[config.mk]
export PLATFORM = sky130hd
export DESIGN_NAME = tnn_infer_sequencer
export DESIGN_NICKNAME = d
export VERILOG_FILES = /design/src/rtl/tnn_seq_pkg.sv /design/src/rtl/tnn_sat_counter.sv /design/src/rtl/tnn_infer_sequencer.sv
export SDC_FILE = /design/constraint.sdc
export NUM_CORES = 1
export LEC_CHECK = 0
export ABC_AREA = 0
export BUFFER_PORTS_ARGS = -buffer_cell sky130_fd_sc_hd__buf_2
export CAP_MARGIN = 20
export CORE_AREA = 2 2 57 59
export CTS_CLUSTER_DIAMETER = 100
export DETAILED_ROUTE_END_ITERATION = 12
export DIE_AREA = 0 0 59 61
export GPL_TIMING_DRIVEN = 1
export PLACE_DENSITY = 0.75
export SLEW_MARGIN = 5
export SYNTH_ARGS = -nofsm -noshare
export SYNTH_HDL_FRONTEND = slang
export SYNTH_HIERARCHICAL = 1
export SYNTH_SLANG_ARGS = --single-unit
[constraint.sdc]
create_clock -name clk -period 1.6 [get_ports clk]
set_input_delay 0.16 -clock clk [delete_from_list [all_inputs] [get_ports clk]]
set_output_delay 0.16 -clock clk [all_outputs]
set_load 0.005 [all_outputs]
[src/rtl/tnn_seq_pkg.sv]
// -----------------------------------------------------------------------------
// tnn_seq_pkg
// Shared types and default sizes for the TNN inference sequencer.
//   seq_state_t : sequencer FSM states (LOAD, DRAIN, EVAL, HOLD)
//   N_FEAT_DEF  : default number of features per sample
//   FEAT_W_DEF  : default bits per feature
//   VEC_W       : width of the packed core input vector at the defaults
// -----------------------------------------------------------------------------
package tnn_seq_pkg;

    localparam int N_FEAT_DEF = 7;
    localparam int FEAT_W_DEF = 2;
    localparam int VEC_W      = N_FEAT_DEF * FEAT_W_DEF;

    typedef enum logic [1:0] {
        LOAD  = 2'd0,
        DRAIN = 2'd1,
        EVAL  = 2'd2,
        HOLD  = 2'd3
    } seq_state_t;

endpackage

[src/rtl/tnn_sat_counter.sv]
// -----------------------------------------------------------------------------
// tnn_sat_counter
// Up-counter that sticks at all-ones. Clear wins over increment.
// Ports:
//   clk, rst_n : clock, asynchronous active-low reset (count -> 0)
//   clr        : synchronous clear
//   inc        : increment enable
//   count      : current count value
// -----------------------------------------------------------------------------
module tnn_sat_counter
    import tnn_seq_pkg::*;
#(
    parameter int W = 16
)(
    input  logic         clk,
    input  logic         rst_n,
    input  logic         clr,
    input  logic         inc,
    output logic [W-1:0] count
);

    localparam logic [W-1:0] ONE = W'(1);

    logic [W-1:0] count_reg;
    logic [W-1:0] count_next;

    always_comb begin
        count_next = count_reg;
        if (clr) begin
            count_next = '0;
        end else if (inc && (count_reg != '1)) begin
            count_next = count_reg + ONE;
        end
    end

    always_ff @(posedge clk or negedge rst_n) begin
        if (!rst_n) begin
            count_reg <= '0;
        end else begin
            count_reg <= count_next;
        end
    end

    assign count = count_reg;

endmodule

[src/rtl/tnn_infer_sequencer.sv]
// -----------------------------------------------------------------------------
// tnn_infer_sequencer
// Serial front-end for the combinational 2-bit-input TNN classifier core.
// Collects N_FEAT feature beats into the core's packed input vector, waits
// CORE_LAT+1 cycles for the core to settle, captures the class bit and offers
// it on a valid/ready result port together with a framing-error flag.
//
// Ports:
//   clk, rst_n          : clock, asynchronous active-low reset
//   s_valid/s_ready     : feature stream handshake
//   s_data, s_last      : feature value, final beat of the sample
//   core_vec            : packed vector to the core (feature 0 at the LSBs)
//   core_class          : class bit from the core
//   m_valid/m_ready     : result handshake
//   m_class, m_err      : captured class bit, framing error of that sample
//   busy                : low only when idle in LOAD with no beat collected
// Optional (macro TNN_SEQ_STATS_EN):
//   stat_clr            : synchronous clear of both statistics counters
//   stat_total          : error-free results delivered (saturating)
//   stat_pos            : error-free results with class 1 (saturating)
// -----------------------------------------------------------------------------
module tnn_infer_sequencer
    import tnn_seq_pkg::*;
#(
    parameter int N_FEAT   = N_FEAT_DEF,
    parameter int FEAT_W   = FEAT_W_DEF,
    parameter int CORE_LAT = 0,
    parameter int CNT_W    = 16
)(
    input  logic                       clk,
    input  logic                       rst_n,
    input  logic                       s_valid,
    output logic                       s_ready,
    input  logic [FEAT_W-1:0]          s_data,
    input  logic                       s_last,
    output logic [N_FEAT*FEAT_W-1:0]   core_vec,
    input  logic                       core_class,
    output logic                       m_valid,
    input  logic                       m_ready,
    output logic                       m_class,
    output logic                       m_err,
    output logic                       busy
`ifdef TNN_SEQ_STATS_EN
    ,
    input  logic                       stat_clr,
    output logic [CNT_W-1:0]           stat_total,
    output logic [CNT_W-1:0]           stat_pos
`endif
);

    localparam int                CNT_BITS  = (N_FEAT > 1) ? $clog2(N_FEAT) : 1;
    localparam logic [CNT_BITS-1:0] LAST_SLOT = CNT_BITS'(N_FEAT - 1);
    localparam int                LAT_W     = 3;
    localparam logic [LAT_W-1:0]  LAT_LAST  = LAT_W'(CORE_LAT);

    if (CORE_LAT < 0 || CORE_LAT > 7) begin : g_bad_lat
        $error("CORE_LAT must lie in 0..7");
    end
    if (CNT_W < 1) begin : g_bad_cnt_w
        $error("CNT_W must be at least 1");
    end

    seq_state_t           state_reg, state_next;
    logic [CNT_BITS-1:0]  cnt_reg, cnt_next;
    logic                 err_reg, err_next;
    logic                 m_valid_reg, m_valid_next;
    logic                 m_class_reg, m_class_next;
    logic                 m_err_reg, m_err_next;
    logic                 beat_wr;
    logic                 eval_last;
    logic [LAT_W-1:0]     wait_cnt;

    // EVAL dwell counter: held at zero outside EVAL and cleared on the final
    // EVAL cycle so every evaluation starts from zero. It never reaches its
    // saturation point because CORE_LAT is at most 7.
    tnn_sat_counter #(.W(LAT_W)) u_wait_cnt (
        .clk   (clk),
        .rst_n (rst_n),
        .clr   ((state_reg != EVAL) || eval_last),
        .inc   (1'b1),
        .count (wait_cnt)
    );

    assign eval_last = (state_reg == EVAL) && (wait_cnt == LAT_LAST);

    always_ff @(posedge clk or negedge rst_n) begin
        if (!rst_n) begin
            state_reg   <= LOAD;
            cnt_reg     <= '0;
            err_reg     <= 1'b0;
            m_valid_reg <= 1'b0;
            m_class_reg <= 1'b0;
            m_err_reg   <= 1'b0;
        end else begin
            state_reg   <= state_next;
            cnt_reg     <= cnt_next;
            err_reg     <= err_next;
            m_valid_reg <= m_valid_next;
            m_class_reg <= m_class_next;
            m_err_reg   <= m_err_next;
        end
    end

    always_comb begin
        state_next   = state_reg;
        cnt_next     = cnt_reg;
        err_next     = err_reg;
        m_valid_next = m_valid_reg;
        m_class_next = m_class_reg;
        m_err_next   = m_err_reg;
        beat_wr      = 1'b0;
        case (state_reg)
            LOAD: begin
                if (s_valid) begin
                    beat_wr = 1'b1;
                    if (cnt_reg == LAST_SLOT) begin
                        // cnt parks on the last slot instead of wrapping.
                        if (s_last) begin
                            state_next = EVAL;
                        end else begin
                            err_next   = 1'b1;
                            state_next = DRAIN;
                        end
                    end else begin
                        cnt_next = cnt_reg + CNT_BITS'(1);
                        if (s_last) begin
                            // Short sample: remaining slots keep stale data.
                            err_next   = 1'b1;
                            state_next = EVAL;
                        end
                    end
                end
            end
            DRAIN: begin
                if (s_valid && s_last) begin
                    state_next = EVAL;
                end
            end
            EVAL: begin
                if (eval_last) begin
                    m_class_next = core_class;
                    m_err_next   = err_reg;
                    m_valid_next = 1'b1;
                    state_next   = HOLD;
                end
            end
            HOLD: begin
                if (m_ready) begin
                    m_valid_next = 1'b0;
                    cnt_next     = '0;
                    err_next     = 1'b0;
                    state_next   = LOAD;
                end
            end
            default: begin
                state_next = LOAD;
            end
        endcase
    end

    // One register per feature slot; only an accepted LOAD beat aimed at the
    // slot can change it, so DRAIN and EVAL leave core_vec untouched.
    for (genvar gi = 0; gi < N_FEAT; gi++) begin : g_slot
        logic [FEAT_W-1:0] slot_reg;

        always_ff @(posedge clk or negedge rst_n) begin
            if (!rst_n) begin
                slot_reg <= '0;
            end else if (beat_wr && (cnt_reg == CNT_BITS'(gi))) begin
                slot_reg <= s_data;
            end
        end

        assign core_vec[gi*FEAT_W +: FEAT_W] = slot_reg;
    end

    // Gated with rst_n so the stream is refused while reset is held.
    assign s_ready = rst_n && ((state_reg == LOAD) || (state_reg == DRAIN));
    assign busy    = !((state_reg == LOAD) && (cnt_reg == '0));
    assign m_valid = m_valid_reg;
    assign m_class = m_class_reg;
    assign m_err   = m_err_reg;

`ifdef TNN_SEQ_STATS_EN
    logic result_ok;

    assign result_ok = m_valid_reg && m_ready && !m_err_reg;

    tnn_sat_counter #(.W(CNT_W)) u_stat_total (
        .clk   (clk),
        .rst_n (rst_n),
        .clr   (stat_clr),
        .inc   (result_ok),
        .count (stat_total)
    );

    tnn_sat_counter #(.W(CNT_W)) u_stat_pos (
        .clk   (clk),
        .rst_n (rst_n),
        .clr   (stat_clr),
        .inc   (result_ok && m_class_reg),
        .count (stat_pos)
    );
`endif

endmodule

==> flow_metrics.env, run 1 <==
export IMPL_portBuffers=26
export IMPL_synthFlopType="dfrtp_1"
export IMPL_synth_edf_count=0
export IMPL_cts_buffer_depth=2
export IMPL_clock_latency_ns=0.32
export IMPL_clock_sinks=26
export IMPL_wl_met2_um=1690
export IMPL_area_delta_synth_final_pct=28.4
export IMPL_arrival_ns=1.91
export IMPL_ys_warn_count=6
export IMPL_root_buffer="clkbuf_4"
export IMPL_worst_path_max_fanout=3
export IMPL_status="complete, but fails checks"
export IMPL_die_y_um=61
export IMPL_fin_crit_sh=1.06
export IMPL_wl_met3_um=93
export IMPL_drt_initial_drc_count=17
export IMPL_routedWlPerCell_um=15.5
export IMPL_clkSlewWorstSetupHoldPaths_ns=0.13
export IMPL_dpl_hpwl_um=2180
export IMPL_timing_fmax_mhz=590
export IMPL_num_io_pins=27
export IMPL_start_util=0.480
export IMPL_grt_pass1_wl_um=5110
export IMPL_syn_avg_cell_area_um2=11.7
export IMPL_drt_total_wl_um=3110
export IMPL_grtUsageTotal=0.197
export IMPL_dp_cells=190
export IMPL_post_place_ws_ns=-0.0309
export IMPL_rsz0062_at_grt="yes"
export IMPL_finalNonFillerCells=201
export IMPL_wl_met1_um=1230
export IMPL_synth_cells=121
export IMPL_ys_seq_area_frac=0.459
export IMPL_first_global_vias=1114
export IMPL_synth_area_leaders="dfrtp_1 46%, mux2_2 13%, ha_1 11%"
export IMPL_ys_async_sr_fraction=1.00
export IMPL_vias=1085
export IMPL_yosysMostFrequentCell="dfrtp_1"
export IMPL_top_layer="met4"
export IMPL_ys_seq_elements=26
export IMPL_largest_reg_flops=14
export IMPL_final_util=0.616
export IMPL_failed_checks="negative setup slack"
export IMPL_yosys_area_top_type="dfrtp_1"
export IMPL_power_density_nw_per_um2=1520
export IMPL_min_period_ns=1.69
export IMPL_multi_input_area_um2=772
export IMPL_grt_overflow_total=0
export IMPL_ir_drop_mv=0.702
export IMPL_gp_congestion=0.734
export IMPL_tritoncts="yes"
export IMPL_synth_top_cell_area_share=0.459
export IMPL_final_max_slew_viol_count=0
export IMPL_fin_hold_ws_ns=0.0868
export IMPL_max_stage_delay_ns=0.44
export IMPL_antenna_found_initial=0
export IMPL_setup_viol_count_final=3
export IMPL_p_leak_nw=0.929
export IMPL_hold_violations=0
export IMPL_startpoint_type="flip-flop"
export IMPL_fillers=239
export IMPL_netlist_area_um2=1420
export IMPL_yosys_top_cells_count="26 x dfrtp_1, 16 x mux2_2, 12 x ha_1, 10 x nand2_1, 8 x inv_1"
export IMPL_cts_htree_levels=1
export IMPL_numCtsBuffers=3
export IMPL_die_w_um=59
export IMPL_fp_row_count=20
export IMPL_drc_errors=0
export IMPL_num_antenna_cells=0
export IMPL_p_total_w=0.00277
export IMPL_cp_end_kind="flip-flop"
export IMPL_hold_path_class="input port to flip-flop"
export IMPL_via_per_inst=5.40
export IMPL_fin_ws_ns=-0.0936
export IMPL_ys_types=34
export IMPL_clock_skew_ns=0.00898
export IMPL_core_um2=2950
export IMPL_die_area_um2=3600
export IMPL_fin_nets=189
export IMPL_grt_max_degree=27
export IMPL_max_cap_viol_count=0
export IMPL_worst_setup_path_type="flip-flop to flip-flop"
export IMPL_regArea_um2=651
export IMPL_firstDrtPassIters=4
export IMPL_cp_slowest_cell="dfrtp_1"
export IMPL_cp_data_required_time_ns=1.81
export IMPL_ant_nets=0
export IMPL_drive_gt1_frac=0.488
export IMPL_path_cells="ha_2 > and2b_2 > a31oi_4 > o2111a_2 > mux2_4"
[through the flow]
step	instance area [µm²]	TNS (ns)
global placement	1670	0
CTS	1770	-0.0665
floorplan	1440	0
finish	1820	-0.199
global route	1820	-0.446
detailed placement	1670	-0.0309
[where the power goes]
group / switching (W) / internal, W
sequential: 0.000114 / 0.000839
clock: 0.000192 / 0.000253
combinational: 0.000614 / 0.000758
total: 0.000920 / 0.00185
[worst max-delay path, delay by kind of cell, from the launching register on]
| kind | cells | cell delay (ns) |
|---|---|---|
| compound gates | 2 | 0.42 |
| fa+ha+maj | 1 | 0.20 |
| flops | 1 | 0.44 |
| mux | 1 | 0.31 |
| simple gates | 1 | 0.22 |
[worst paths after layout]
check                                      start                     to  slack, ns  cells past startpoint
setup / recovery                    state_reg[1]           state_reg[0]      -0.09                      5
hold / removal                        core_class                m_class       0.09                      2
setup reg to reg                    state_reg[1]           state_reg[0]      -0.09                      5
hold reg to reg            g_slot[5].slot_reg[0]  g_slot[5].slot_reg[0]       0.52                      1
max in group asynchronous                  rst_n           state_reg[1]       0.97                      3
min in group asynchronous                  rst_n  g_slot[6].slot_reg[1]       0.38                      3
[kinds of logic after synthesis]
family / count (synthesis) / synth area share
mux: 19 / 0.153
other cells: 1 / 0.00265
compound gates: 17 / 0.0928
fa+ha+maj: 12 / 0.106
buf+inv: 11 / 0.0380
simple gates: 35 / 0.148
flops: 26 / 0.459
[cells in the final DEF (no fill, tap or decap), types with 2 or more instances in the layout]
master	n
a21oi_1	2
and2b_2	2
buf_2	26
buf_4	16
clkbuf_4	3
conb_1	3
dfrtp_1	26
ha_1	9
ha_2	2
inv_1	5
inv_2	3
mux2_2	16
mux2_4	2
nand2_1	10
nand2b_1	2
nand3_1	3
nand4_1	4
nand4bb_1	2
nor2_1	2
nor2b_1	3
o21ai_0	4
o21ai_1	4
[cell type report]
cell class | count | area share
tap | 33 | 0.0227
timing repair buffer | 44 | 0.149
clock inverter | 1 | 0.0165
clock buffer | 3 | 0.0124
inverter | 8 | 0.0165
sequential | 26 | 0.358
multi-input combinational | 86 | 0.425
[metal layers]
metal  track usage  vias to the layer above
li1              -                      515
met1         0.206                      537
met2         0.362                       23
met3        0.0448                       10
met4         0.114                        0
met5             0                        -
[repair_timing]
action / in CTS / in global routing
buffers inserted: 3 / 3
hold buffers: 1 / 0
hold endpoints to repair: 26 / 0
cloned: 0 / 0
pin swaps: 4 / 5
gates resized for setup: 6 / 7
endpoints found under the setup margin: 4 / 8
Note: power is estimated with default switching activity, not from simulation.
==> inputs of run 2 (changes only) <==
ABC_AREA = 1   (was 0)
PLACE_DENSITY = 0.73   (was 0.75)
==> flow_metrics.env, run 2 <==
export IMPL_ant_nets=0
export IMPL_num_io_pins=27
export IMPL_ir_drop_mv=0.747
export IMPL_p_total_w=0.00290
export IMPL_ys_seq_elements=26
export IMPL_max_cap_viol_count=0
export IMPL_cp_data_required_time_ns=1.87
export IMPL_power_density_nw_per_um2=1720
export IMPL_setup_viol_count_final=0
export IMPL_num_antenna_cells=0
export IMPL_ys_warn_count=6
export IMPL_path_cells="buf_4 > ha_1 > inv_2 > nor2_1 > a21oi_2 > buf_4 > nand3_1 > nand2_1"
export IMPL_root_buffer="clkbuf_4"
export IMPL_grt_overflow_total=0
export IMPL_most_common_layout_cells="34 x nand2_1, 26 x dfrtp_1, 26 x buf_2"
export IMPL_crit_top_cell="buf_4"
export IMPL_grtUsageTotal=0.162
export IMPL_netlist_area_um2=1350
export IMPL_min_period_ns=1.54
export IMPL_cts_buffer_depth=2
export IMPL_clock_skew_ns=0.00146
export IMPL_drt_initial_drc_count=35
export IMPL_layout_commonest_cell="nand2_1"
export IMPL_area_delta_synth_final_pct=24.4
export IMPL_cp_buffers_inverters=3
export IMPL_finalNonFillerCells=239
export IMPL_hold_violations=0
export IMPL_antenna_found_initial=0
export IMPL_fin_nets=227
export IMPL_die_area_um2=3600
export IMPL_firstDrtPassIters=6
export IMPL_clkSlewWorstSetupHoldPaths_ns=0.14
export IMPL_dpl_hpwl_um=1970
export IMPL_largest_reg_flops=14
export IMPL_cp_slowest_cell="dfrtp_1"
export IMPL_regArea_um2=651
export IMPL_ys_types=17
export IMPL_dp_cells=230
export IMPL_multi_input_area_um2=661
export IMPL_numCtsBuffers=3
export IMPL_hold_path_class="input port to flip-flop"
export IMPL_synth_edf_count=0
export IMPL_yosys_top_cells_count="34 x nand2_1, 26 x dfrtp_1, 20 x inv_1, 19 x nor2_1, 18 x nand3_1"
export IMPL_gp_congestion=0.852
export IMPL_worst_path_max_fanout=4
export IMPL_arrival_ns=1.81
export IMPL_ys_seq_area_frac=0.481
export IMPL_clock_latency_ns=0.32
export IMPL_grt_max_degree=27
export IMPL_ys_async_sr_fraction=1.00
export IMPL_timing_fmax_mhz=649
export IMPL_die_y_um=61
export IMPL_vias=1152
export IMPL_drive_gt1_frac=0.248
export IMPL_portBuffers=26
export IMPL_synth_area_leaders="dfrtp_1 48%, ha_1 11%, nand2_1 9.4%"
export IMPL_max_stage_delay_ns=0.43
export IMPL_core_um2=2950
export IMPL_grt_pass1_wl_um=4370
export IMPL_yosysMostFrequentCell="nand2_1"
export IMPL_fp_row_count=20
export IMPL_final_max_slew_viol_count=0
export IMPL_drt_total_wl_um=2650
export IMPL_clock_sinks=26
export IMPL_crit_family="flip-flops"
export IMPL_tritoncts="yes"
export IMPL_p_leak_nw=0.930
export IMPL_cp_end_kind="flip-flop"
export IMPL_startpoint_type="flip-flop"
export IMPL_rsz0062_at_grt="yes"
export IMPL_first_global_vias=1086
export IMPL_die_w_um=59
export IMPL_fillers=285
export IMPL_synth_top_cell_area_share=0.481
export IMPL_fin_setup_tns_ns=0
export IMPL_synthFlopType="dfrtp_1"
export IMPL_fin_crit_sh=0.963
export IMPL_routedWlPerCell_um=11.1
export IMPL_synth_cells=165
export IMPL_drc_errors=0
export IMPL_cts_htree_levels=1
export IMPL_status="completed"
export IMPL_yosys_area_top_type="dfrtp_1"
export IMPL_start_util=0.458
export IMPL_syn_avg_cell_area_um2=8.20
export IMPL_worst_setup_path_type="flip-flop to flip-flop"
export IMPL_via_per_inst=4.82
## run 2: cell types whose count changed in the layout (fill, tap and decap cells not counted), moves of 6 or more
cell / before / now
a21oi_1: 2 / 8
mux2_2: 16 / 0
nand2_1: 10 / 34
nor2_1: 2 / 18
inv_1: 5 / 17
nand3_1: 3 / 17
buf_4: 16 / 7
o21ai_0: 4 / 15
## run 2: final cells by class
| cell class | count | area share |
|---|---|---|
| repair buffers | 34 | 0.114 |
| well taps | 33 | 0.0245 |
| clock buffers | 3 | 0.0134 |
| clock inverters | 1 | 0.0178 |
| multi-input cells | 119 | 0.392 |
| inverters | 23 | 0.0513 |
| flip-flops and latches | 26 | 0.386 |
## run 2: kinds of logic after synthesis
kind of cell	synth area share
simple gates	0.232
flops	0.481
compound gates	0.110
other cells	0.00277
buf+inv	0.0638
fa+ha+maj	0.111
## run 2: what timing repair did
action / in CTS / in global routing
hold buffers: 1 / 0
pin swaps: 0 / 1
endpoints found under the hold margin: 26 / 0
setup buffers: 1 / 3
endpoints found under the setup margin: 2 / 5
resized for setup: 2 / 7
## run 2: path summary, 6_finish.rpt
check,startpoint,end,slack [ns],cells past startpoint
max,state_reg[0],state_reg[1],0.06,8
min,core_class,m_class,0.08,3
max reg2reg,state_reg[0],state_reg[1],0.06,8
min reg2reg,g_slot[2].slot_reg[0],g_slot[2].slot_reg[0],0.50,2
max in group asynchronous,rst_n,g_slot[2].slot_reg[1],1.00,3
min in group asynchronous,rst_n,g_slot[6].slot_reg[1],0.35,3
## run 2: worst register-to-register path, cell delays in order, from the launching register on
cell and delay (ns):
dfrtp_1 0.43, buf_4 0.16, ha_1 0.22, inv_2 0.08
nor2_1 0.08, a21oi_2 0.21, buf_4 0.17, nand3_1 0.08
nand2_1 0.08
## run 2: metal layers
metal | wire length (µm) | vias to the layer above | global-route usage
li1 | - | 608 | -
met1 | 1210 | 506 | 0.192
met2 | 1270 | 31 | 0.290
met3 | 109 | 7 | 0.0256
met4 | 59 | 0 | 0.0682
met5 | 0 | - | 0
## run 2: where the power goes
group	switching [W]	internal (W)
registers	0.000150	0.000930
logic	0.000757	0.000617
clock network	0.000195	0.000253
total	0.00110	0.00180
## run 2: through the flow
stage / worst slack, ns / instance area (µm²) / hold slack (ns) / util
global placement: 0.167 / 1560 / 0.185 / 0.528
floorplan: 0.260 / 1370 / -0.136 / -
global route: -0.0350 / 1680 / 0.0899 / 0.570
finish: 0.0594 / 1680 / 0.0792 / 0.570
detailed placement: 0.0969 / 1560 / 0.189 / 0.528
CTS: 0.0326 / 1630 / 0.0790 / 0.553
==> inputs of run 3 (changes only) <==
PLACE_DENSITY = unset   (was 0.73)
PLACE_DENSITY_LB_ADDON = 0.3   (was unset)
==> flow_metrics.env, run 3 (synthesized netlist as in run 2, its figures left out) <==
export IMPL_status="completed"
export IMPL_p_total_w=0.00262
export IMPL_p_seq_frac=0.422
export IMPL_fin_ws_ns=0.129
export IMPL_power_internal_w=0.00155
export IMPL_worst_path_max_fanout=7
export IMPL_drive_gt1_frac=0.216
export IMPL_r2r_setup_slack_ns=0.16
export IMPL_cts_buffer_depth=2
export IMPL_p_clk_frac=0.101
export IMPL_crit_path_start="state_reg[0]"
export IMPL_grt_overflow_total=0
export IMPL_dpl_hpwl_um=2160
export IMPL_p_sw_w=0.00106
export IMPL_tritoncts="yes"
export IMPL_routedWlPerCell_um=12.0
export IMPL_layout_commonest_cell="nand2_1"
export IMPL_clkSlewWorstSetupHoldPaths_ns=0.13
export IMPL_path_cells="inv_2 > ha_4 > nor2_2 > nor2_1 > buf_2"
export IMPL_gp_congestion=0.887
export IMPL_ant_nets=0
export IMPL_cp_slowest_cell="dfrtp_1"
export IMPL_startpoint_type="flip-flop"
export IMPL_p_leak_nw=0.884
export IMPL_critPathCapture="s_ready"
export IMPL_timing_rr_end="state_reg[0]"
export IMPL_most_common_layout_cells="33 x nand2_1, 26 x dfrtp_1, 26 x buf_2"
export IMPL_fin_crit_sh=0.919
export IMPL_fillers=273
export IMPL_crit_cells=5
export IMPL_fin_nets=221
export IMPL_vias=1138
export IMPL_die_w_um=59
export IMPL_fin_setup_tns_ns=0
export IMPL_dp_cells=228
export IMPL_regArea_um2=651
export IMPL_fin_hold_ws_ns=0.0809
export IMPL_setup_viol_count_final=0
export IMPL_timing_fmax_mhz=680
export IMPL_first_global_vias=1125
export IMPL_root_buffer="clkbuf_4"
export IMPL_max_stage_delay_ns=0.45
export IMPL_fp_row_count=20
export IMPL_firstDrtPassIters=6
export IMPL_min_period_ns=1.47
export IMPL_grtUsageTotal=0.174
export IMPL_num_antenna_cells=0
export IMPL_grt_pass1_wl_um=4850
export IMPL_drt_total_wl_um=2770
export IMPL_reg2reg_from="cnt_reg[0]"
export IMPL_numCtsBuffers=3
export IMPL_via_per_inst=4.91
export IMPL_cp_data_required_time_ns=1.44
export IMPL_crit_family="flip-flops"
export IMPL_final_max_slew_viol_count=0
export IMPL_clock_sinks=26
export IMPL_clock_latency_ns=0.31
export IMPL_num_io_pins=27
export IMPL_hold_path_class="input port to flip-flop"
export IMPL_hold_violations=0
export IMPL_area_delta_synth_final_pct=18.5
export IMPL_largest_reg_flops=14
export IMPL_finalNonFillerCells=232
export IMPL_cp_end_kind="primary output"
export IMPL_drt_initial_drc_count=44
export IMPL_worst_setup_path_type="flip-flop to primary output"
export IMPL_post_place_ws_ns=0.0505
export IMPL_grt_max_degree=27
export IMPL_die_area_um2=3600
export IMPL_rsz0062_at_grt="no"
export IMPL_core_um2=2950
export IMPL_portBuffers=26
export IMPL_die_y_um=61
export IMPL_antenna_found_initial=0
export IMPL_rr_worst_depth=7
export IMPL_clock_skew_ns=0.00646
export IMPL_combPwrFrac=0.477
export IMPL_multi_input_area_um2=656
export IMPL_start_util=0.458
export IMPL_drc_errors=0
export IMPL_power_density_nw_per_um2=1630
export IMPL_arrival_ns=1.31
export IMPL_ir_drop_mv=0.801
export IMPL_p_sw_frac=0.407
export IMPL_cts_htree_levels=1
export IMPL_max_cap_viol_count=0
export IMPL_cp_buffers_inverters=2
run 3: tightest hold or removal path, delay by kind of cell:
| kind | cells | cell delay (ns) |
|---|---|---|
| buffers and inverters | 2 | 0.13 |
| AOI/OAI and AO/OA | 1 | 0.07 |
run 3: power groups by stage:
stage / clock network (W) / registers (W) / logic, W
global route: 0.000299 / 0.00114 / 0.00145
floorplan: 0 / 0.00112 / 0.000743
global placement: 0 / 0.00110 / 0.00114
detailed placement: 0 / 0.00111 / 0.00119
CTS: 0.000277 / 0.00110 / 0.00120
finish: 0.000263 / 0.00110 / 0.00125
run 3: routing by layer:
layer	global-route usage	part of all wire
met5	0	0
met3	0.0299	0.037
met1	0.232	0.50
met4	0.0487	0.0094
met2	0.292	0.46
run 3: how the worst min path moves through the flow:
stage                from          to  slack (ns)  cells past startpoint
3_3_place_gp        rst_n     m_class        0.18                      2
2_1_floorplan       rst_n  cnt_reg[0]       -0.14                      0
6_report       core_class     m_class        0.08                      3
3_5_place_dp        rst_n       m_err        0.19                      2
5_1_grt        core_class     m_class        0.08                      3
4_1_cts        core_class     m_class        0.07                      3
run 3: stage by stage:
stage / utilization / instance area, µm²
after floorplan: - / 1370
after global placement: 0.523 / 1540
after detailed placement: 0.523 / 1540
after CTS: 0.535 / 1580
after global routing: 0.543 / 1600
final: 0.543 / 1600
run 3: layout make-up:
| cell class | count | area share |
|---|---|---|
| multi-input cells | 119 | 0.409 |
| flip-flops and latches | 26 | 0.406 |
| repair buffers | 28 | 0.0920 |
| inverters | 23 | 0.0538 |
| well taps | 33 | 0.0257 |
| clock buffers | 3 | 0.0140 |
run 3: timing repair:
item                                    in CTS  in global routing
hold endpoints to repair                    26                  0
hold buffers                                 1                  0
setup buffers                                0                  0
endpoints found under the setup margin       2                 12
gates resized for setup                      1                  7
